### src/rtl/shamt_shifter_seq_pkg.sv
// Shared codes for the multi-cycle shift unit: shift ops, amount sources, FSM states.
package shifter_pkg;

  typedef enum logic [1:0] {
    SH_SLL = 2'b00,
    SH_SRL = 2'b01,
    SH_SRA = 2'b10,
    SH_ROR = 2'b11
  } shift_op_e;

  typedef enum logic [1:0] {
    SA_IMM   = 2'b00,
    SA_CONST = 2'b01,
    SA_REG   = 2'b10,
    SA_B     = 2'b11
  } shamt_sel_e;

  typedef enum logic [1:0] {
    ST_IDLE  = 2'b00,
    ST_SHIFT = 2'b01,
    ST_DONE  = 2'b10
  } state_e;

endpackage

### src/rtl/shamt_shifter_seq_shift_step.sv
// One iteration of the shifter: moves WIDTH bits by k (0..STEP) positions per op.
module shift_step
  import shifter_pkg::*;
#(
  parameter int WIDTH = 32,
  parameter int STEP  = 1,
  parameter int KW    = $clog2(STEP + 1)
) (
  input  logic [WIDTH-1:0] d,
  input  shift_op_e        op,
  input  logic [KW-1:0]    k,
  output logic [WIDTH-1:0] q
);

  logic [2*WIDTH-1:0] rot_full;

  // Rotate via a doubled copy so k=0 needs no special case.
  assign rot_full = {d, d} >> k;

  // Per-op shift of the current partial result.
  always_comb begin
    q = d;
    unique case (op)
      SH_SLL: q = d << k;
      SH_SRL: q = d >> k;
      SH_SRA: q = $unsigned($signed(d) >>> k);
      SH_ROR: q = rot_full[WIDTH-1:0];
      default: q = d;
    endcase
  end

endmodule

### src/rtl/shamt_shifter_seq.sv
// Multi-cycle shift unit: picks a shift amount from four sources, then shifts the
// latched operand by up to STEP bits per cycle with a start/busy/done handshake.
module shamt_shifter_seq
  import shifter_pkg::*;
#(
  parameter int WIDTH       = 32,
  parameter int SHAMT_W     = $clog2(WIDTH),
  parameter int STEP        = 1,
  parameter int CONST_SHAMT = 16
) (
  input  logic               clk,
  input  logic               reset,
  input  logic               start,
  input  logic [1:0]         shamt_sel,
  input  logic [1:0]         shift_op,
  input  logic [SHAMT_W-1:0] imm_shamt,
  input  logic [WIDTH-1:0]   reg_shamt,
  input  logic [WIDTH-1:0]   b_shamt,
  input  logic [WIDTH-1:0]   data_in,
  output logic               busy,
  output logic               done,
  output logic [WIDTH-1:0]   data_out,
  output logic [SHAMT_W-1:0] shamt_used
);

  localparam int KW = $clog2(STEP + 1);
  // Compare in SHAMT_W+1 bits so STEP == WIDTH still fits.
  localparam logic [SHAMT_W:0] STEP_V = (SHAMT_W + 1)'(STEP);

  state_e             state;
  shift_op_e          op_q;
  logic [SHAMT_W-1:0] remaining;
  logic [SHAMT_W-1:0] amt;
  logic [SHAMT_W:0]   rem_ext;
  logic [SHAMT_W:0]   k_ext;
  logic [SHAMT_W:0]   rem_next_ext;
  logic [KW-1:0]      k;
  logic [WIDTH-1:0]   step_q;
  logic               accept;
  logic               unused_hi;

  // Only the low SHAMT_W bits of the register sources matter.
  assign unused_hi = ^{reg_shamt[WIDTH-1:SHAMT_W], b_shamt[WIDTH-1:SHAMT_W]};

  // Shift-amount source select.
  always_comb begin
    amt = imm_shamt;
    unique case (shamt_sel_e'(shamt_sel))
      SA_IMM:   amt = imm_shamt;
      SA_CONST: amt = SHAMT_W'(CONST_SHAMT);
      SA_REG:   amt = reg_shamt[SHAMT_W-1:0];
      SA_B:     amt = b_shamt[SHAMT_W-1:0];
      default:  amt = imm_shamt;
    endcase
  end

  // Per-cycle step size k = min(STEP, remaining) and what is left after it.
  always_comb begin
    rem_ext      = {1'b0, remaining};
    k_ext        = (rem_ext < STEP_V) ? rem_ext : STEP_V;
    rem_next_ext = rem_ext - k_ext;
    k            = k_ext[KW-1:0];
  end

  assign accept = start && (state != ST_SHIFT);

  shift_step #(
    .WIDTH (WIDTH),
    .STEP  (STEP),
    .KW    (KW)
  ) u_step (
    .d  (data_out),
    .op (op_q),
    .k  (k),
    .q  (step_q)
  );

  // Control FSM with registered busy/done decodes and the datapath registers.
  always_ff @(posedge clk or posedge reset) begin
    if (reset) begin
      state      <= ST_IDLE;
      busy       <= 1'b0;
      done       <= 1'b0;
      data_out   <= '0;
      shamt_used <= '0;
      remaining  <= '0;
      op_q       <= SH_SLL;
    end else begin
      unique case (state)
        ST_IDLE, ST_DONE: begin
          if (accept) begin
            data_out   <= data_in;
            op_q       <= shift_op_e'(shift_op);
            remaining  <= amt;
            shamt_used <= amt;
            if (amt != '0) begin
              state <= ST_SHIFT;
              busy  <= 1'b1;
              done  <= 1'b0;
            end else begin
              state <= ST_DONE;
              busy  <= 1'b0;
              done  <= 1'b1;
            end
          end else begin
            state <= ST_IDLE;
            busy  <= 1'b0;
            done  <= 1'b0;
          end
        end
        ST_SHIFT: begin
          data_out  <= step_q;
          remaining <= rem_next_ext[SHAMT_W-1:0];
          if (rem_next_ext == '0) begin
            state <= ST_DONE;
            busy  <= 1'b0;
            done  <= 1'b1;
          end
        end
        default: begin
          state <= ST_IDLE;
          busy  <= 1'b0;
          done  <= 1'b0;
        end
      endcase
    end
  end

endmodule
### config.mk
export PLATFORM = sky130hd
export DESIGN_NAME = shamt_shifter_seq
export DESIGN_NICKNAME = d
export VERILOG_FILES = /design/src/rtl/shamt_shifter_seq_pkg.sv /design/src/rtl/shamt_shifter_seq_shift_step.sv /design/src/rtl/shamt_shifter_seq.sv
export SDC_FILE = /design/constraint.sdc
export NUM_CORES = 1
export LEC_CHECK = 0
export ABC_AREA = 1
export CORE_MARGIN = 2
export CORE_UTILIZATION = 38
export DETAILED_ROUTE_END_ITERATION = 16
export PLACE_DENSITY = 0.74
export SLEW_MARGIN = 20
export SYNTH_ARGS = -nofsm -noshare
export SYNTH_HDL_FRONTEND = slang
export SYNTH_SLANG_ARGS = --single-unit
### constraint.sdc
create_clock -name clk -period 1.6 [get_ports clk]
set_input_delay 0.16 -clock clk [delete_from_list [all_inputs] [get_ports clk]]
set_output_delay 0.16 -clock clk [all_outputs]
set_load 0.05 [all_outputs]
Word-level counts from Yosys, hierarchy flattened:

Index checks and enable logic that the tools add are counted.

* add/subtract/negate cells: 1
* order comparisons: 1
* equal/unequal tests: 11
* shift operators: 4
* mux-type cells: 19
* reduce and logical (&&, ||, !) cells: 10

Operator list (count)
* 32-bit case mux with 4 select lines: 1
* 32-bit case mux with 2 select lines: 1
* 64-bit by 1-bit right shift with 32-bit output: 1
* 32-bit two-way mux: 1
* 32-bit by 1-bit left shift with 32-bit output: 1
* 32-bit by 1-bit right shift with 32-bit output: 1
* 32-bit by 1-bit >>> shifter with 32-bit output: 1
* 5-bit case mux with 4 select lines: 1
* 2-bit equality test (second input constant): 5
* 5-bit two-way mux: 2
* 5-bit case mux with 2 select lines: 1
* 2-bit by 1-bit equality test with 1-bit output (second input constant): 3
* 2-bit logical NOT: 3
* 6-bit logical NOT: 1
* 1-bit two-way mux: 6
* 2-bit two-way mux: 3
* 5-bit by 5-bit subtractor with 6-bit output: 1
* 5-bit by 1-bit < comparator with 1-bit output (second input constant): 1
* 5-bit nonzero test: 1
* 2-bit inequality test (second input constant): 2
* 1-bit case mux with 2 select lines: 2
* 2-bit case mux with 2 select lines: 1
* 2-bit AND reduction: 2
* 2-bit by 1-bit inequality test with 1-bit output (second input constant): 1
* 3 further kinds: 3

* register bits after elaboration: 48
* input port bits: 108
* output and inout port bits: 39
* word-level logic and storage cells: 53

Depth between registers and ports, before layout:

Gate-level depths: netlist of the first run.

* depth in word-level cells: 6
* gate-level depth with buffers: 12
* gate-level depth less buffers: 12

Hierarchy:

Synthesis of the first run repeated with hierarchy kept, for this count alone.

* cells, all modules: 488
* area, all modules: 3249.4 sq um

Modules (own cells, without submodules)
* shamt_shifter_seq: instances 1, cells an instance 281, area each 2272.2 sq um, seq. area each 1176.1 sq um
* shift_step: instances 1, cells an instance 207, area each 977.2 sq um, seq. area each 0.0 sq um

Worst setup path after synthesis of the first run:

No wires, ideal clock.

* kind: register -> register
* start: register remaining[0]
* end: register busy
* library setup time: 119 ps
* arrival: 1533 ps
* data required time: 1481 ps
* slack: -52 ps
* stages on the path, launching flop included: 13
* path buffers: 1
* clock period less this slack: 1652 ps
* path through: dfrtp_1 -> inv_1 -> buf_1 -> nand2_1 -> ha_1 -> inv_1 -> nand3_1 -> nand2_1 -> nand3_1 -> nand2_1 -> nand2_1 -> nand2_1 -> nand2_1

* longest elaborated chain between the ends: 5

RTL lines
* from (decl): line shamt_shifter_seq.sv:32 `logic [SHAMT_W-1:0] remaining;`
* from (signal assigned): line shamt_shifter_seq.sv:94 `remaining <= amt;`
* from (signal assigned): line shamt_shifter_seq.sv:113 `remaining <= rem_next_ext[SHAMT_W-1:0];`
* 5-bit by 1-bit < comparator with 1-bit output: line shamt_shifter_seq.sv:60 `k_ext = (rem_ext < STEP_V) ? rem_ext : STEP_V;`
* 5-bit two-way mux: line shamt_shifter_seq.sv:60
* 5-bit by 5-bit subtractor with 6-bit output *: line shamt_shifter_seq.sv:61 `rem_next_ext = rem_ext - k_ext;`
* 6-bit logical NOT *: line shamt_shifter_seq.sv:114 `if (rem_next_ext == '0) begin`
* 2-bit inequality test (no source line) *
* to (signal assigned): line shamt_shifter_seq.sv:82 `busy <= 1'b0;`
* to (signal assigned): line shamt_shifter_seq.sv:116 `busy <= 1'b0;`
* to (signal assigned): line shamt_shifter_seq.sv:122 `busy <= 1'b0;`
* to (decl): line shamt_shifter_seq.sv:20 `output logic busy,`

Mark *: on every way between the ends. The rest lies on a longest branch, timed or not.
A chain may end at the register's enable or synchronous reset.

Final worst setup path of the first run:

* start: register remaining[2]
* end: register state[0]

* longest elaborated chain between the ends: 5

RTL lines
* 5-bit by 1-bit < comparator with 1-bit output: line shamt_shifter_seq.sv:60
* 5-bit two-way mux: line shamt_shifter_seq.sv:60
* 5-bit by 5-bit subtractor with 6-bit output *: line shamt_shifter_seq.sv:61
* 6-bit logical NOT *: line shamt_shifter_seq.sv:114
* 2-bit inequality test (no source line) *
* to (signal assigned): line shamt_shifter_seq.sv:81 `state <= ST_IDLE;`
* to (signal assigned): line shamt_shifter_seq.sv:115 `state <= ST_DONE;`
* to (signal assigned): line shamt_shifter_seq.sv:121 `state <= ST_IDLE;`
* to (decl): line shamt_shifter_seq.sv:30 `state_e state;`

Marked as above.

==> impl_summary.txt, run 1 <==
----------------------------------------------------
[STA]
  Worst slack on hold paths ... 0.221 ns
  Final worst-path cycle share ... 97.4%
  Slew at the pin closest to its max-slew limit ... 0.357 ns
  Max Freq ... 642 MHz
  Pins over their slew limit ... 0
  Setup tns final ... 0 ns
  Fin crit period ... 1.56 ns
  Final-report hold violation count ... 0
  Final setup viols ... 0
  Normalized max-slew margin ... 76.1%
  Worst clock skew ... 0.00310 ns

[Routing]
  Met1 wire length ... 3940 microns
  Routed wire per std cell ... 13.0 microns
  Met2 WL ... 4620 microns
  Via density ... 5.01
  Number of iterations in the first detailed-routing pass ... 5
  DRC errors left ... 0
  Uppermost signal routing layer after detailed routing ... met4
  Via count ... 3558
  Antenna viol nets, final ... 0
  Initial drt markers ... 227
  Met3 WL ... 558 microns
  Overall routed net length ... 9210 microns

[Place]
  Number of buffers inserted by port buffering ... 92
  Gpl congestion ... 0.830
  DP Wirelength ... 6440 microns

[Synthesis]
  Number of standard cells after synthesis ... 496
  Top cell type by total area after synthesis ... sky130_fd_sc_hd__dfrtp_1
  Syn. warnings ... 0
  Yosys top cell area share ... 37.6%
  Number of distinct library cell variants in the gate-level netlist after synthesis ... 27
  Number of nets produced by synthesis ... 605
  Mean Syn Cell Area ... 6.30 sq um
  Yosys reg bits ... 47
  Fraction of the yosys area taken by sequential cells ... 37.6%
  Largest cells by area after synthesis ... sky130_fd_sc_hd__dfrtp_1 (38%), sky130_fd_sc_hd__nand2_1 (28%), sky130_fd_sc_hd__nand3_1 (12%)
  Cell area after synthesis ... 3120 sq um

[Pwr]
  Power, Total ... 0.0104 W
  Worst VDD drop ... 0.00101 V
  Power per cell area ... 2350 nW/um^2
  Leakage power total ... 2.40 nW

[Floorplanning]
  Number of core rows ... 33
  Area of the die ... 8960 sq um
  Io pins ... 147
  Height of the die ... 94.7 microns
  Width of the die ... 94.7 microns
  Initial core utilization ... 38.6%
  Core footprint ... 8090 sq um

[Status]
  Status ... finished clean

[GRT]
  Largest net degree at the start of global routing ... 48
  Initial antenna violation count ... 0
  Wire length of the first global-routing pass ... 14700 microns
  Total global routing track utilization ... 20.2%
  Via count of the first global-routing pass ... 3228
  Global route total overflow ... 0

[Critical path]
  Critical Path End Type ... flop
  Required time worst endpoint ... 1.80 ns
  Critical path start-end classification ... reg -> reg
  Number of cell instances on the worst register-to-register path ... 12
  Critical-path maximum fanout ... 3
  Startpoint types ... flop
  Critical path arrival ... 1.75 ns
  FF-to-FF setup slack ... 0.04 ns

[Cells and area]
  Post-Route Utilization ... 54.9%
  Relative area change from synthesis to final layout ... 42.1%
  Diode insertion count for antenna repair ... 0
  Total number of nets in the final design ... 713
  Fraction of final layout cells sized beyond drive strength 1 ... 17.7%

[Clock tree]
  Source-to-sink clock delay at the later pin of the worst-skew pair ... 0.30 ns
  CTS sink cnt ... 47
  Cts hold-fix bufs ... 0
  Clock buffers created by TritonCTS ... 5
  CTS H-Tree Depth ... 2
  Buffer cell driving the clock tree root ... sky130_fd_sc_hd__clkbuf_8
  CTS tree ... built
  Clock-pin slew reported for the worst setup and hold paths after clock tree synthesis ... 0.09 ns
  CTS max path bufs ... 2

[Flow run]
  Count of maximum capacitance violations ... 0

[Worst hold path]
  Classification of the worst-slack hold path ... in -> async

----------------------------------------------------
-- final cells by class --
| type | instances | area, sq um |
|---|---|---|
| multi-input cells | 370 | 1670 |
| well taps | 105 | 131 |
| fillers | 780 | 3650 |
| inverters | 55 | 211 |
| clock buffers | 8 | 100 |
| repair buffers | 125 | 1150 |
| flip-flops and latches | 47 | 1180 |
-- report_power, final --
group          internal (W)  total [W]  switching [W]
logic               0.00262    0.00734        0.00472
clock network      0.000395   0.000800       0.000404
registers           0.00176    0.00230       0.000539
-- synth_stat cells, drive strengths merged --
| cell type | n |
|---|---|
| nand2 | 237 |
| nand3 | 77 |
| inv | 54 |
| dfrtp | 47 |
| buf | 21 |
| nor2 | 21 |
| nand4 | 20 |
| a21oi | 5 |
| clkbuf | 3 |
| o211ai | 3 |
| o21ai | 3 |
| clkinv | 1 |
| ha | 1 |
| o311ai | 1 |
| or2 | 1 |
| or4 | 1 |
-- worst paths after layout --
path | startpoint | to
max in group asynchronous | reset | state[1]
min reg2reg | shamt_used[0] | shamt_used[0]
max | remaining[2] | state[0]
max reg2reg | remaining[2] | state[0]
min in group clk | shift_op[0] | op_q[0]
min | reset | remaining[3]
-- metal layers --
metal,vias up,global-route usage [%]
li1,1771,-
met3,8,2.39
met5,-,0
met1,1641,26.7
met2,138,35.0
met4,0,5.19
-- cell usage in the layout, fill, tap and decap left out --
cell                              synthesis  final
sky130_fd_sc_hd__o211ai_1                 3      3
sky130_fd_sc_hd__clkbuf_1                 3      1
sky130_fd_sc_hd__a21oi_1                  4      4
sky130_fd_sc_hd__clkdlybuf4s50_1          0     53
sky130_fd_sc_hd__buf_4                    2     63
sky130_fd_sc_hd__clkinv_1                 1      1
sky130_fd_sc_hd__o21ai_1                  1      1
sky130_fd_sc_hd__nand2_2                  3      5
sky130_fd_sc_hd__clkbuf_8                 0      7
sky130_fd_sc_hd__o21ai_0                  2      2
sky130_fd_sc_hd__nand4_1                 20     20
sky130_fd_sc_hd__buf_12                   0      4
sky130_fd_sc_hd__nor2_4                   2      5
sky130_fd_sc_hd__clkbuf_16                0      1
sky130_fd_sc_hd__or2_2                    1      1
sky130_fd_sc_hd__nand3_4                  0      1
sky130_fd_sc_hd__ha_4                     0      1
sky130_fd_sc_hd__nand3_1                 76     75
sky130_fd_sc_hd__inv_1                   47     44
sky130_fd_sc_hd__inv_6                    0      1
sky130_fd_sc_hd__nand3_2                  1      1
sky130_fd_sc_hd__dfrtp_2                  0      1
sky130_fd_sc_hd__inv_2                    6      9
sky130_fd_sc_hd__dfrtp_1                 47     46
sky130_fd_sc_hd__buf_6                    1      4
sky130_fd_sc_hd__or4_1                    1      1
sky130_fd_sc_hd__nor2_1                  16     14
sky130_fd_sc_hd__o311ai_0                 1      1
sky130_fd_sc_hd__a21oi_2                  1      1
sky130_fd_sc_hd__nor2_2                   3      2
sky130_fd_sc_hd__nand2_1                234    232
-- state kept, by name, summed over array words and instances (netlist names) --
register    cells
busy            1
data_out       32
op_q            2
remaining       5
shamt_used      5
state           2
-- worst max-delay path, cell delays in order, from the launching register on --
cell	delay (ns)
sky130_fd_sc_hd__dfrtp_1	0.43
sky130_fd_sc_hd__nor2_4	0.07
sky130_fd_sc_hd__nand2_2	0.08
sky130_fd_sc_hd__nand2_2	0.08
sky130_fd_sc_hd__ha_4	0.17
sky130_fd_sc_hd__inv_2	0.07
sky130_fd_sc_hd__nand3_1	0.09
sky130_fd_sc_hd__nand2_1	0.11
sky130_fd_sc_hd__nand3_2	0.09
sky130_fd_sc_hd__nand2_1	0.06
sky130_fd_sc_hd__nand2_1	0.07
sky130_fd_sc_hd__inv_1	0.08
sky130_fd_sc_hd__nand2_1	0.05
-- logic make-up (layout without fill, tap and decap cells) --
kind of cell             count (synthesis)  count (layout)  share of synthesized area (%)
flip-flops                              47              47                           37.6
AO/OA/AOI/OAI                           12              12                           2.40
adder cells (fa/ha/maj)                  1               1                          0.400
buffers and inverters                   79             188                           10.7
AND/OR/NAND/NOR                        357             357                           48.9
-- through the flow --
| step | cell area, sq um | cells | setup slack (ns) |
|---|---|---|---|
| floorplan | 3130 | 496 | 0.0736 |
| global placement | 4170 | 693 | 0.0435 |
| detailed placement | 4170 | 693 | -0.0221 |
| CTS | 4280 | 702 | 0.00775 |
| global route | 4440 | 710 | -0.0630 |
| finish | 4440 | 710 | 0.0418 |
-- repair_timing --
item	4_1_cts	5_1_grt
pin swaps	0	10
resized for setup	0	21
cloned	0	1
setup buffers	1	7
endpoints found under the setup margin	2	29
No activity file was read; power rests on OpenSTA's default activity.
==> inputs of run 2 (changes only) <==
--- a/config.mk
+++ b/config.mk
@@ -9,7 +9,7 @@
 export CORE_MARGIN = 2
 export CORE_UTILIZATION = 38
 export DETAILED_ROUTE_END_ITERATION = 16
-export PLACE_DENSITY = 0.74
+export PLACE_DENSITY = 0.8
 export SLEW_MARGIN = 20
 export SYNTH_ARGS = -nofsm -noshare
 export SYNTH_HDL_FRONTEND = slang
==> run 2 against run 1 <==
- clock skew up 0.0029 ns
- fmax up 1.0%
- hold slack worse by 0.0093 ns
- highest routed layer unchanged
- critical path depth down 1
- via count up 0.48%
- cell count down 0.28%
- critical endpoint unchanged
- largest cell class unchanged
==> impl_summary.txt, run 2 (synthesis gave the netlist of run 1 again) <==
----------------------------------------------------
[Pwr]
  Portion of total power attributed to the clock network ... 7.0%
  Switching Share ... 55.4%
  Power per cell area ... 2340 nW/um^2
  Cell-internal power ... 0.00455 W
  Part of the total power dissipated in combinational logic ... 70.4%
  Sequential power share ... 22.6%
  Switching power of the nets ... 0.00566 W
  Worst VDD drop ... 0.00120 V
  Leakage power total ... 2.37 nW

[STA]
  Final setup viols ... 0
  Final worst-path cycle share ... 96.4%
  Worst clock skew ... 0.00596 ns
  Setup tns final ... 0 ns
  Normalized max-slew margin ... 78.9%
  Final-report hold violation count ... 0
  RSZ-0062 raised after global routing ... true
  Max Freq ... 648 MHz
  Pins over their slew limit ... 0
  Slew at the pin closest to its max-slew limit ... 0.315 ns
  Fin crit period ... 1.54 ns
  Worst setup margin ... 0.0577 ns

[Critical path]
  Most repeated library cell on the critical path ... sky130_fd_sc_hd__nand2_1
  Series of cell instances along the critical path ... nor2_4 > nand2_2 > nand2_2 > ha_4 > inv_2 > nand4_1 > nand3_2 > nand2_1 > nand2_1 > inv_1 > nand2_1
  Number of cell instances on the worst register-to-register path ... 11
  Slowest Stage Delay on Critical Path ... 0.44 ns
  Required time worst endpoint ... 1.79 ns
  Critical Path End Type ... flop
  Critical-path maximum fanout ... 3
  Critical path arrival ... 1.74 ns
  Standard cell with the maximum stage delay on the critical path ... sky130_fd_sc_hd__dfrtp_1
  Critical path start-end classification ... reg -> reg
  Startpoint types ... flop

[Routing]
  Overall routed net length ... 9360 microns
  Initial drt markers ... 224
  DRC errors left ... 0
  Number of iterations in the first detailed-routing pass ... 5
  Via count ... 3575
  Antenna viol nets, final ... 0
  Routed wire per std cell ... 13.2 microns
  Via density ... 5.05

[Floorplanning]
  Area of the die ... 8960 sq um
  Number of core rows ... 33
  Core footprint ... 8090 sq um
  Height of the die ... 94.7 microns
  Initial core utilization ... 38.6%
  Width of the die ... 94.7 microns
  Io pins ... 147

[Clock tree]
  CTS H-Tree Depth ... 2
  Clock buffers created by TritonCTS ... 5
  Buffer cell driving the clock tree root ... sky130_fd_sc_hd__clkbuf_8
  CTS max path bufs ... 2
  CTS sink cnt ... 47
  Clock-pin slew reported for the worst setup and hold paths after clock tree synthesis ... 0.09 ns
  Cts hold-fix bufs ... 0
  Source-to-sink clock delay at the later pin of the worst-skew pair ... 0.30 ns
  CTS tree ... built

[Cells and area]
  Highest-count cells in the layout ignoring fill and taps ... sky130_fd_sc_hd__nand2_1 (231), sky130_fd_sc_hd__nand3_1 (75), sky130_fd_sc_hd__buf_4 (64), sky130_fd_sc_hd__clkdlybuf4s50_1 (53), sky130_fd_sc_hd__dfrtp_1 (46)
  Post-Route Utilization ... 53.9%
  Fraction of final layout cells sized beyond drive strength 1 ... 17.2%
  Top flop regs ... data_out (32), remaining (5), shamt_used (5)
  Total number of nets in the final design ... 711
  Diode insertion count for antenna repair ... 0
  Relative area change from synthesis to final layout ... 39.7%
  Max FFs per register ... 32
  Cell area after layout ... 4370 sq um
  Most common cell after layout, fill and taps aside ... sky130_fd_sc_hd__nand2_1
  Cell Count, Final, Fillers Out ... 708
  Reg with most FFs ... data_out

[Flow run]
  Count of maximum capacitance violations ... 0

[GRT]
  Total global routing track utilization ... 21.0%
  Wire length of the first global-routing pass ... 15200 microns
  Global route total overflow ... 0
  Via count of the first global-routing pass ... 3354
  Largest net degree at the start of global routing ... 48
  Initial antenna violation count ... 0

[Worst hold path]
  Classification of the worst-slack hold path ... in -> async

[Place]
  Number of buffers inserted by port buffering ... 92
  Cell area after placement ... 4170 sq um
  DP Wirelength ... 6520 microns
  Cell count after placement ... 693
  Worst-case setup slack after placement ... -0.0508 ns
  Gpl congestion ... 0.895

[Status]
  Status ... finished clean

----------------------------------------------------
## run 2: layout make-up
| class | count | area (sq um) |
|---|---|---|
| Sequential cell | 47 | 1180 |
| Fill cell | 791 | 3730 |
| Inverter | 55 | 211 |
| Clock buffer | 7 | 76.3 |
| Multi-Input combinational cell | 370 | 1660 |
| Timing Repair Buffer | 123 | 1110 |
| Clock inverter | 1 | 5.00 |
| Tap cell | 105 | 131 |
## run 2: final timing paths
kind | start | end | slack, ns
max in group asynchronous | reset | data_out[5] | 1.15
min in group clk | shift_op[0] | op_q[0] | 0.41
min reg2reg | shamt_used[4] | shamt_used[4] | 0.50
max reg2reg | remaining[1] | state[0] | 0.06
min | reset | data_out[27] | 0.21
max | remaining[1] | state[0] | 0.06
## run 2: layer usage
layer  vias up  part of all wire, %  global-route usage (%)
met3        11                  5.7                    2.87
met2       127                   51                    36.8
met1      1662                   42                    27.5
li1       1775                    -                       -
met4         0                  1.1                    4.59
met5         -                    0                       0
## run 2: what timing repair did
item,4_1_cts,5_1_grt
pin swaps,2,2
buffers inserted,5,2
resized for setup,2,14
setup endpoints to repair,3,26
gates cloned,0,0
## run 2: metrics by stage
step	hold WS, ns	total power [W]
final	0.212	0.0102
after global routing	0.243	0.0111
after CTS	0.234	0.00996
after detailed placement	0.473	0.00911
after global placement	0.467	0.00892
after floorplan	0.270	0.00704
## run 2: critical path, delay by kind of cell, from the launching register on
kind	cells	cell delay, ns
fa+ha+maj	1	0.14
buf+inv	2	0.11
flops	1	0.44
simple gates	8	0.75
## run 2: power by group through the flow
stage	logic (W)	registers [W]	clock network [W]
3_3_place_gp	0.00663	0.00229	0
6_report	0.00719	0.00231	0.000719
3_5_place_dp	0.00680	0.00231	0
2_1_floorplan	0.00337	0.00366	0
5_1_grt	0.00792	0.00237	0.000786
4_1_cts	0.00694	0.00228	0.000726
